===== src/rtl/pe_pkg.sv =====
// Shared constants and helpers for the PE steering blocks (demux1x2_hs and its FIFO).
package pe_pkg;

   localparam int unsigned DEF_DATA_WIDTH = 16;

   localparam logic SEL_OUT0 = 1'b0;
   localparam logic SEL_OUT1 = 1'b1;

   // Ceiling log2; FIFO depths are powers of two so this is exact in practice.
   function automatic int unsigned depth_log2(input int unsigned depth);
      int unsigned v;
      int unsigned n;
      v = 1;
      n = 0;
      while (v < depth) begin
         v = v << 1;
         n = n + 1;
      end
      return n;
   endfunction

endpackage


===== src/rtl/demux_fifo.sv =====
// Synchronous FIFO with a registered head word: head holds its last value when empty
// and is 0 after reset. Pointers carry one extra wrap bit to distinguish full from empty.
module demux_fifo
   import pe_pkg::*;
#(
   parameter int unsigned DATA_WIDTH = DEF_DATA_WIDTH,
   parameter int unsigned FIFO_DEPTH = 2
) (
   input  logic                  clk,
   input  logic                  rst_n,
   input  logic                  i_push,
   input  logic [DATA_WIDTH-1:0] i_data,
   input  logic                  i_pop,
   output logic                  o_full,
   output logic                  o_empty,
   output logic [DATA_WIDTH-1:0] o_data
);

   localparam int unsigned AW = depth_log2(FIFO_DEPTH);
   localparam int unsigned PW = AW + 1;

   logic [DATA_WIDTH-1:0] r_mem [FIFO_DEPTH];
   logic [PW-1:0]         r_wptr;
   logic [PW-1:0]         r_rptr;
   logic [DATA_WIDTH-1:0] r_head;

   logic          w_push_ok;
   logic          w_pop_ok;
   logic [PW-1:0] w_wptr_nxt;
   logic [PW-1:0] w_rptr_nxt;

   assign o_empty = (r_wptr == r_rptr);
   assign o_full  = (r_wptr[PW-1] != r_rptr[PW-1]) && (r_wptr[AW-1:0] == r_rptr[AW-1:0]);

   // Full blocks a push even if a pop happens in the same cycle.
   assign w_push_ok = i_push && !o_full;
   assign w_pop_ok  = i_pop && !o_empty;

   assign w_wptr_nxt = w_push_ok ? r_wptr + PW'(1) : r_wptr;
   assign w_rptr_nxt = w_pop_ok  ? r_rptr + PW'(1) : r_rptr;

   always_ff @(posedge clk) begin
      if (w_push_ok) begin
         r_mem[r_wptr[AW-1:0]] <= i_data;
      end
   end

   always_ff @(posedge clk or negedge rst_n) begin
      if (!rst_n) begin
         r_wptr <= '0;
         r_rptr <= '0;
         r_head <= '0;
      end else begin
         r_wptr <= w_wptr_nxt;
         r_rptr <= w_rptr_nxt;
         // The next head is the word being written this edge when it lands in the head slot.
         if (w_wptr_nxt != w_rptr_nxt) begin
            if (w_push_ok && (w_rptr_nxt == r_wptr)) begin
               r_head <= i_data;
            end else begin
               r_head <= r_mem[w_rptr_nxt[AW-1:0]];
            end
         end
      end
   end

   assign o_data = r_head;

endmodule


===== src/rtl/demux1x2_hs.sv =====
// Registered 1-to-2 valid/ready demultiplexer with one FIFO per output.
// Optional per-output pop counters are enabled by defining DEMUX_COUNT_EN.
module demux1x2_hs
   import pe_pkg::*;
#(
   parameter int unsigned DATA_WIDTH = DEF_DATA_WIDTH,
   parameter int unsigned FIFO_DEPTH = 2,
   parameter int unsigned CNT_WIDTH  = 16
) (
   input  logic                  clk,
   input  logic                  rst_n,
   input  logic [DATA_WIDTH-1:0] in_data,
   input  logic                  in_sel,
   input  logic                  in_valid,
   output logic                  in_ready,
   output logic [DATA_WIDTH-1:0] out0_data,
   output logic                  out0_valid,
   input  logic                  out0_ready,
   output logic [DATA_WIDTH-1:0] out1_data,
   output logic                  out1_valid,
   input  logic                  out1_ready,
   output logic [CNT_WIDTH-1:0]  out0_count,
   output logic [CNT_WIDTH-1:0]  out1_count
);

   logic w_full0;
   logic w_full1;
   logic w_empty0;
   logic w_empty1;
   logic w_push0;
   logic w_push1;
   logic w_pop0;
   logic w_pop1;

   assign in_ready = (in_sel == SEL_OUT1) ? !w_full1 : !w_full0;

   assign w_push0 = in_valid && in_ready && (in_sel == SEL_OUT0);
   assign w_push1 = in_valid && in_ready && (in_sel == SEL_OUT1);

   assign out0_valid = !w_empty0;
   assign out1_valid = !w_empty1;

   assign w_pop0 = out0_valid && out0_ready;
   assign w_pop1 = out1_valid && out1_ready;

   demux_fifo #(
      .DATA_WIDTH (DATA_WIDTH),
      .FIFO_DEPTH (FIFO_DEPTH)
   ) u_fifo0 (
      .clk     (clk),
      .rst_n   (rst_n),
      .i_push  (w_push0),
      .i_data  (in_data),
      .i_pop   (w_pop0),
      .o_full  (w_full0),
      .o_empty (w_empty0),
      .o_data  (out0_data)
   );

   demux_fifo #(
      .DATA_WIDTH (DATA_WIDTH),
      .FIFO_DEPTH (FIFO_DEPTH)
   ) u_fifo1 (
      .clk     (clk),
      .rst_n   (rst_n),
      .i_push  (w_push1),
      .i_data  (in_data),
      .i_pop   (w_pop1),
      .o_full  (w_full1),
      .o_empty (w_empty1),
      .o_data  (out1_data)
   );

`ifdef DEMUX_COUNT_EN
   logic [CNT_WIDTH-1:0] r_cnt0;
   logic [CNT_WIDTH-1:0] r_cnt1;

   always_ff @(posedge clk or negedge rst_n) begin
      if (!rst_n) begin
         r_cnt0 <= '0;
         r_cnt1 <= '0;
      end else begin
         if (w_pop0) r_cnt0 <= r_cnt0 + CNT_WIDTH'(1);
         if (w_pop1) r_cnt1 <= r_cnt1 + CNT_WIDTH'(1);
      end
   end

   assign out0_count = r_cnt0;
   assign out1_count = r_cnt1;
`else
   assign out0_count = '0;
   assign out1_count = '0;
`endif

endmodule


===== config.mk =====
export PLATFORM = sky130hd
export DESIGN_NAME = demux1x2_hs
export DESIGN_NICKNAME = d
export VERILOG_FILES = /design/src/rtl/pe_pkg.sv /design/src/rtl/demux_fifo.sv /design/src/rtl/demux1x2_hs.sv
export SDC_FILE = /design/constraint.sdc
export NUM_CORES = 1
export LEC_CHECK = 0
export BUFFER_PORTS_ARGS = -buffer_cell sky130_fd_sc_hd__buf_2
export CAP_MARGIN = 20
export CORE_MARGIN = 10
export CORE_UTILIZATION = 40
export DETAILED_ROUTE_END_ITERATION = 7
export PLACE_DENSITY = 0.64
export SYNTH_ARGS = -nofsm -noshare
export SYNTH_HDL_FRONTEND = slang
export SYNTH_HIERARCHICAL = 1
export SYNTH_SLANG_ARGS = --single-unit
export TNS_END_PERCENT = 50

===== constraint.sdc =====
create_clock -name clk -period 3.8 [get_ports clk]
set_input_delay 0.76 -clock clk [delete_from_list [all_inputs] [get_ports clk]]
set_output_delay 0.76 -clock clk [all_outputs]
set_load 0.005 [all_outputs]

==> reports/qor.txt, run 1 <==
RUN STATUS
----------------------------------------------------------------------------------
Status .............................................................. finished, final reports clean

CRITICAL PATH
----------------------------------------------------------------------------------
Maximum fanout count along the critical path ........................           16
Setup Crit Path Kind ................................................ flop to flop
Slowest CP cell .....................................................      dfrtp_1
Ordered cell list for the critical path ............................. nor2b_1 > nor3_1 > and3b_1 > inv_1 > nor2_1 > ha_1 > xnor2_1 > o311ai_0 > o31a_1 > buf_4 > a21oi_1 > a21oi_2
Delay of the slowest critical-path stage ............................      0.58 ns
Logic depth of the worst register-to-register path ..................           12
Required time at the endpoint of the critical path ..................      4.07 ns
Startpoint Class ....................................................         flop
Signal arrival time at the worst endpoint ...........................      3.67 ns
Crit path capture type ..............................................         flop

DETAILED ROUTING
----------------------------------------------------------------------------------
M1 WL ...............................................................      4930 µm
Count of antenna-violating nets left after detailed routing .........            0
Total wirelength of the detailed-routed design ......................    12,000 µm
Via count ...........................................................        3,482
DRC marker count from the first detailed-route iteration ............          281
Vias per std cell ...................................................         5.17
Met3 Routed Length ..................................................       934 µm
Total DRC errors in the routed layout ...............................            0
Metal2 WL ...........................................................      6080 µm
DRT Pass-1 Iters ....................................................            4
Uppermost metal layer occupied by signal nets .......................         met4
Routed wire per std cell ............................................      17.9 µm

STA
----------------------------------------------------------------------------------
Unrepaired setup endpoints after global routing .....................           no
Max Slew Vio Count ..................................................            0
Total Negative Setup Slacks .........................................         0 ns
Maximum clock frequency .............................................      294 MHz
Worst max-slew margin expressed relative to the limit ...............        40.4%
Worst Max-Slew Pin Slew .............................................     0.894 ns
Setup-failing EPs final .............................................            0
Post-route fraction of the period consumed by the critical path .....        89.5%
Hold Fails Final Rpt ................................................            0
Final critical delay including setup and external delays ............      3.40 ns
Setup skew after layout .............................................    0.0119 ns

CELLS AND AREA
----------------------------------------------------------------------------------
Final instance area .................................................     5770 µm²
Antenna diode instance count ........................................            0
Non-filler cells, final .............................................          673
Leading cell type in the layout, fill and taps excluded .............     edfxtp_1
Share of final-layout standard cells stronger than drive strength 1 .        29.1%
Net total in the final layout .......................................          522
Signed area change from the synthesized netlist to the final layout .        11.1%
Top library cells by usage in the layout, fill and taps aside ....... 64 x edfxtp_1, 56 x buf_2, 54 x a21oi_1

CLOCK TREE
----------------------------------------------------------------------------------
Clock sink count ....................................................          104
Post-CTS Setup Repair Bufs ..........................................            0
Clock latency reported for the late side of the worst-skew pair .....      0.35 ns
Number of buffers inserted by hold repair at cts ....................            0
Total clock buffers created by CTS ..................................            9
Clock transition at path regs .......................................      0.08 ns
Clk buf depth .......................................................            2
TritonCTS clock tree ................................................        built
Post-cts sizing count ...............................................            0
Buffer cell driving the clock tree root .............................    clkbuf_16
H-Tree Level Count ..................................................            3

LOGIC SYNTHESIS
----------------------------------------------------------------------------------
Top flip-flop cell by instance count after synthesis ................     edfxtp_1
Synth async-reset ratio .............................................        38.5%
Post-synthesis cell area ............................................     5190 µm²
Synthesized area per cell ...........................................     11.6 µm²
Number of enable flip-flop cells after synthesis ....................           64
Gate count of the mapped netlist ....................................          446
Yosys warning total .................................................            6
Number of flip-flops and latches in the synthesized netlist .........          104
Number of distinct library cells after synthesis ....................           38
Fraction of the yosys area taken by sequential cells ................        56.3%

GRT
----------------------------------------------------------------------------------
Global route overflow ...............................................            0
Wire length of the first global-routing pass ........................    19,700 µm
Overall global routing resource usage ...............................        13.6%
Maximum number of pins on one net before global-route repair ........           41
Number of global-route vias before repair ...........................        3,680
Initial antenna violation count .....................................            0

PLACED DESIGN
----------------------------------------------------------------------------------
GP Congestion .......................................................        0.828
Port Buffer Count ...................................................           56
Placed wire-length estimate after detailed placement ................      8280 µm
Post-Place Cell Area ................................................     5460 µm²
Post-placement cell count ...........................................          656

FLOORPLANNING
----------------------------------------------------------------------------------
Area of the core region .............................................   12,700 µm²
Width of the chip ...................................................       134 µm
DIE AREA ............................................................   17,900 µm²
Initial standard-cell utilization of the core .......................        41.0%
Die height ..........................................................       134 µm
Row Count ...........................................................           41
I/O pin count .......................................................           89

FLOW RUN
----------------------------------------------------------------------------------
Max-cap check violation count .......................................            0

PWR
----------------------------------------------------------------------------------
Leak Pwr ............................................................      2.19 nW
Overall Power .......................................................      6.21 mW
Worst-case vdd ir drop ..............................................   0.000404 V
Total power per unit cell area ......................................  1080 nW/µm²

WORST HOLD PATH
----------------------------------------------------------------------------------
Tightest Hold Check Type ............................................ input pin to asynchronous set/reset pin

[final timing paths]
check / start / to / slack [ns]
setup / recovery: u_fifo1/r_rptr[0] / u_fifo1/o_data[9] / 0.40
hold / removal: rst_n / u_fifo1/o_data[1] / 0.39
setup reg to reg: u_fifo1/r_rptr[0] / u_fifo1/o_data[9] / 0.40
hold reg to reg: u_fifo0/o_data[1] / u_fifo0/o_data[1] / 0.52
max in group asynchronous: rst_n / u_fifo1/o_data[5] / 2.91
min in group clk: u_fifo0/o_data[1] / u_fifo0/o_data[1] / 0.52
[critical path, delay by kind of cell (launching register included)]
kind	cells	cell delay, ns
DFF	1	0.58
buffers and inverters	2	0.35
xor gates and xnor gates	1	0.14
adders and majority gates	1	0.31
and+or+nand+nor	4	0.97
AOI/OAI and AO/OA	4	0.97
[stage by stage]
stage | hold slack (ns) | setup slack [ns] | util [%]
floorplan | 0.464 | 0.720 | -
global placement | 0.498 | 0.533 | 43.1
detailed placement | 0.508 | 0.382 | 43.1
CTS | 0.525 | 0.370 | 45.3
global route | 0.417 | 0.0813 | 45.5
finish | 0.388 | 0.400 | 45.5
[metal layers]
layer / global-route usage [%] / vias to the layer above
met4: 3.75 / 0
met2: 23.0 / 107
met1: 16.2 / 1722
li1: - / 1646
met3: 4.18 / 7
met5: 0 / -
[logic make-up (layout without fill, tap and decap cells)]
group | Yosys count | after routing | synth area share [%]
compound gates | 118 | 118 | 16.4
xor+xnor | 6 | 6 | 1.74
fa+ha+maj | 4 | 4 | 0.964
buf+inv | 68 | 92 | 8.96
flops | 104 | 104 | 56.3
mux | 7 | 7 | 2.07
other cells | 1 | 32 | 0.0722
simple gates | 138 | 138 | 13.5
[state kept, by name (all words and copies together) (netlist names)]
register	flops
u_fifo0/r_mem	32
u_fifo1/r_mem	32
u_fifo0/r_wptr	2
u_fifo1/r_rptr	2
u_fifo1/r_wptr	2
u_fifo0/r_rptr	2
u_fifo1/o_data	16
u_fifo0/o_data	16
[report_power, final]
| part | leakage [nW] | total (mW) | internal [mW] | switching, mW |
|---|---|---|---|---|
| clock | 0.137 | 0.873 | 0.450 | 0.422 |
| combinational | 1.03 | 3.53 | 1.43 | 2.10 |
| sequential | 1.03 | 1.81 | 1.59 | 0.216 |
| total | 2.19 | 6.21 | 3.47 | 2.74 |
[final cells by class]
type	instances	area [µm²]
clock buffer	9	225
multi-input combinational	305	1930
tap	172	215
sequential	104	2920
clock inverter	7	52.6
fill	1221	6900
inverter	8	30.0
timing repair buffer	68	390
[cells in the mapped netlist (4+ instances only)]
cell      count  share of area [%]
buf_6         6                1.3
a21oi_1      54                5.2
or3_1        32                3.9
nor2b_1       6               0.72
buf_2         6               0.58
buf_4        42                6.1
nand2b_1      6               0.72
nor3_1       38                3.7
clkbuf_1      4               0.29
nor2_1       40                2.9
nand2_1       8               0.58
a21oi_2      48                8.1
inv_1         8               0.58
edfxtp_1     64                 37
ha_1          4               0.96
dfrtp_1      40                 19
(Power assumes the default switching activity.)
==> inputs of run 2 (changes only) <==
- ABC_AREA: unset -> 1
==> reports/qor.txt, run 2 <==
RUN STATUS
----------------------------------------------------------------------------------
Status .............................................................. finished, final reports clean

GRT
----------------------------------------------------------------------------------
Global route overflow ...............................................            0
Initial antenna violation count .....................................            0
Overall global routing resource usage ...............................        13.1%
Wire length of the first global-routing pass ........................    19,400 µm
Maximum number of pins on one net before global-route repair ........           41
Number of global-route vias before repair ...........................        3,681

CLOCK TREE
----------------------------------------------------------------------------------
Number of buffers inserted by hold repair at cts ....................            0
Clock transition at path regs .......................................      0.08 ns
Clock latency reported for the late side of the worst-skew pair .....      0.34 ns
H-Tree Level Count ..................................................            3
Total clock buffers created by CTS ..................................            9
Clk buf depth .......................................................            2
Post-CTS Setup Repair Bufs ..........................................            0
Post-cts sizing count ...............................................            0
Clock sink count ....................................................          104
Buffer cell driving the clock tree root .............................    clkbuf_16
TritonCTS clock tree ................................................        built

PLACED DESIGN
----------------------------------------------------------------------------------
GP Congestion .......................................................        0.804
Placed wire-length estimate after detailed placement ................      8300 µm
Post-placement cell count ...........................................          776
Post-Place Cell Area ................................................     5600 µm²
Post-placement setup slack ..........................................     0.648 ns
Port Buffer Count ...................................................           56

STA
----------------------------------------------------------------------------------
Worst Max-Slew Pin Slew .............................................     0.986 ns
Max Slew Vio Count ..................................................            0
Setup-failing EPs final .............................................            0
Final critical delay including setup and external delays ............      3.21 ns
Maximum clock frequency .............................................      312 MHz
Total Negative Setup Slacks .........................................         0 ns
Smallest setup slack after layout ...................................     0.592 ns
Worst max-slew margin expressed relative to the limit ...............        34.3%
Unrepaired setup endpoints after global routing .....................           no
Setup skew after layout .............................................   0.00616 ns
Hold Fails Final Rpt ................................................            0
Post-route fraction of the period consumed by the critical path .....        84.4%

WORST HOLD PATH
----------------------------------------------------------------------------------
Tightest Hold Check Type ............................................ flop to flop

CRITICAL PATH
----------------------------------------------------------------------------------
Startpoint Class ....................................................         flop
Ordered cell list for the critical path ............................. inv_2 > nand2_2 > nand2_2 > nand2_4 > inv_1 > nor2_1 > inv_1 > o21ai_2 > nand3_2 > nand3_1 > nand2_1 > nand2_2 > nand2_1
Signal arrival time at the worst endpoint ...........................      3.45 ns
Buffering stage count on the worst path with inverters included .....            3
Cell family contributing the most delay on the critical path ........ simple AND/OR/NAND/NOR gates
Worst path most repeated cell .......................................      nand2_2
Crit path capture type ..............................................         flop
Setup Crit Path Kind ................................................ flop to flop
Slowest CP cell .....................................................      o21ai_2
Maximum fanout count along the critical path ........................           17
Delay of the slowest critical-path stage ............................      0.64 ns
Required time at the endpoint of the critical path ..................      4.04 ns

CELLS AND AREA
----------------------------------------------------------------------------------
Top library cells by usage in the layout, fill and taps aside ....... 168 x nand2_1, 99 x nand3_1, 64 x edfxtp_1
Non-filler cells, final .............................................          792
Net total in the final layout .......................................          637
Antenna diode instance count ........................................            0
Share of final-layout standard cells stronger than drive strength 1 .        20.0%
Final instance area .................................................     5880 µm²
Signed area change from the synthesized netlist to the final layout .        9.78%
Leading cell type in the layout, fill and taps excluded .............      nand2_1

FLOORPLANNING
----------------------------------------------------------------------------------
Width of the chip ...................................................       136 µm
Row Count ...........................................................           42
Die height ..........................................................       136 µm
Area of the core region .............................................   13,200 µm²
DIE AREA ............................................................   18,400 µm²
I/O pin count .......................................................           89
Initial standard-cell utilization of the core .......................        40.6%

LOGIC SYNTHESIS
----------------------------------------------------------------------------------
Number of flip-flops and latches in the synthesized netlist .........          104
Top flip-flop cell by instance count after synthesis ................     edfxtp_1
Fraction of the yosys area taken by sequential cells ................        54.5%
Leading cell type by number of instances after synthesis ............      nand2_1
Biggest area consumer among synthesized cells .......................     edfxtp_1
Area share of the largest cell type after synthesis .................        35.9%
Number of distinct library cells after synthesis ....................           27
Synth async-reset ratio .............................................        38.5%
Synthesized area per cell ...........................................     9.47 µm²
Yosys warning total .................................................            6
Most common library cells after synthesis ........................... 168 x nand2_1, 99 x nand3_1, 64 x edfxtp_1, 46 x inv_1, 40 x dfrtp_1
Number of enable flip-flop cells after synthesis ....................           64
Gate count of the mapped netlist ....................................          566
Biggest area contributors in the synthesized netlist ................ edfxtp_1 36%, dfrtp_1 19%, nand2_1 12%
Post-synthesis cell area ............................................     5360 µm²

DETAILED ROUTING
----------------------------------------------------------------------------------
DRC marker count from the first detailed-route iteration ............          339
Total wirelength of the detailed-routed design ......................    12,300 µm
DRT Pass-1 Iters ....................................................            5
Vias per std cell ...................................................         4.88
Via count ...........................................................        3,862
Total DRC errors in the routed layout ...............................            0
Count of antenna-violating nets left after detailed routing .........            0
Routed wire per std cell ............................................      15.5 µm

FLOW RUN
----------------------------------------------------------------------------------
Max-cap check violation count .......................................            0

PWR
----------------------------------------------------------------------------------
Total power per unit cell area ......................................   953 nW/µm²
Overall Power .......................................................      5.61 mW
Worst-case vdd ir drop ..............................................   0.000524 V
Leak Pwr ............................................................      2.82 nW

run 2: cells by family after synthesis:
group / synth area share, %
other: 0.0700
XOR/XNOR: 0.327
AND/OR/NAND/NOR: 32.9
buffers and inverters: 10.9
flip-flops: 54.5
AO/OA/AOI/OAI: 0.327
adder cells (fa/ha/maj): 0.934
run 2: worst register-to-register path: stages, from the launching register on:
cell     delay [ns]
dfrtp_1        0.49
inv_2          0.11
nand2_2        0.07
nand2_2        0.08
nand2_4        0.11
inv_1          0.06
nor2_1         0.46
inv_1          0.12
o21ai_2        0.64
nand3_2        0.51
nand3_1        0.23
nand2_1        0.11
nand2_2        0.06
nand2_1        0.04
run 2: where the power goes:
group / leakage, nW / switching (mW) / internal [mW]
sequential: 1.06 / 0.182 / 1.58
combinational: 1.62 / 2.03 / 0.909
clock: 0.142 / 0.443 / 0.461
run 2: metrics by stage:
step	util, %	hold slack (ns)
global placement	42.4	0.490
detailed placement	42.4	0.489
floorplan	-	0.464
CTS	44.6	0.513
finish	44.6	0.506
global route	44.6	0.542
run 2: layer usage:
| layer | vias to the layer above | share of wire [%] | routed length [µm] | GRT usage (%) |
|---|---|---|---|---|
| li1 | 1873 | - | - | - |
| met2 | 151 | 44 | 5420 | 20.2 |
| met1 | 1832 | 45 | 5570 | 17.7 |
| met3 | 6 | 9.6 | 1180 | 3.41 |
| met4 | 0 | 0.79 | 97 | 3.95 |
| met5 | - | 0 | 0 | 0 |
run 2: final timing paths:
kind	startpoint	end	slack (ns)	cells after the start
worst max-delay path	u_fifo1/r_rptr[0]	u_fifo1/o_data[3]	0.59	13
worst min-delay path	u_fifo1/o_data[14]	u_fifo1/o_data[14]	0.51	2
worst max register to register	u_fifo1/r_rptr[0]	u_fifo1/o_data[3]	0.59	13
worst min register to register	u_fifo1/o_data[14]	u_fifo1/o_data[14]	0.51	2
max in group asynchronous	rst_n	u_fifo1/o_data[15]	2.61	1
min in group asynchronous	rst_n	u_fifo0/o_data[1]	0.57	1
run 2: area by class of cell:
cell class,count,area [µm²]
clock buffer,9,225
clock inverter,7,61.3
fill,1266,7310
inverter,52,198
multi-input combinational,387,1970
sequential,104,2920
tap,176,220
timing repair buffer,57,288
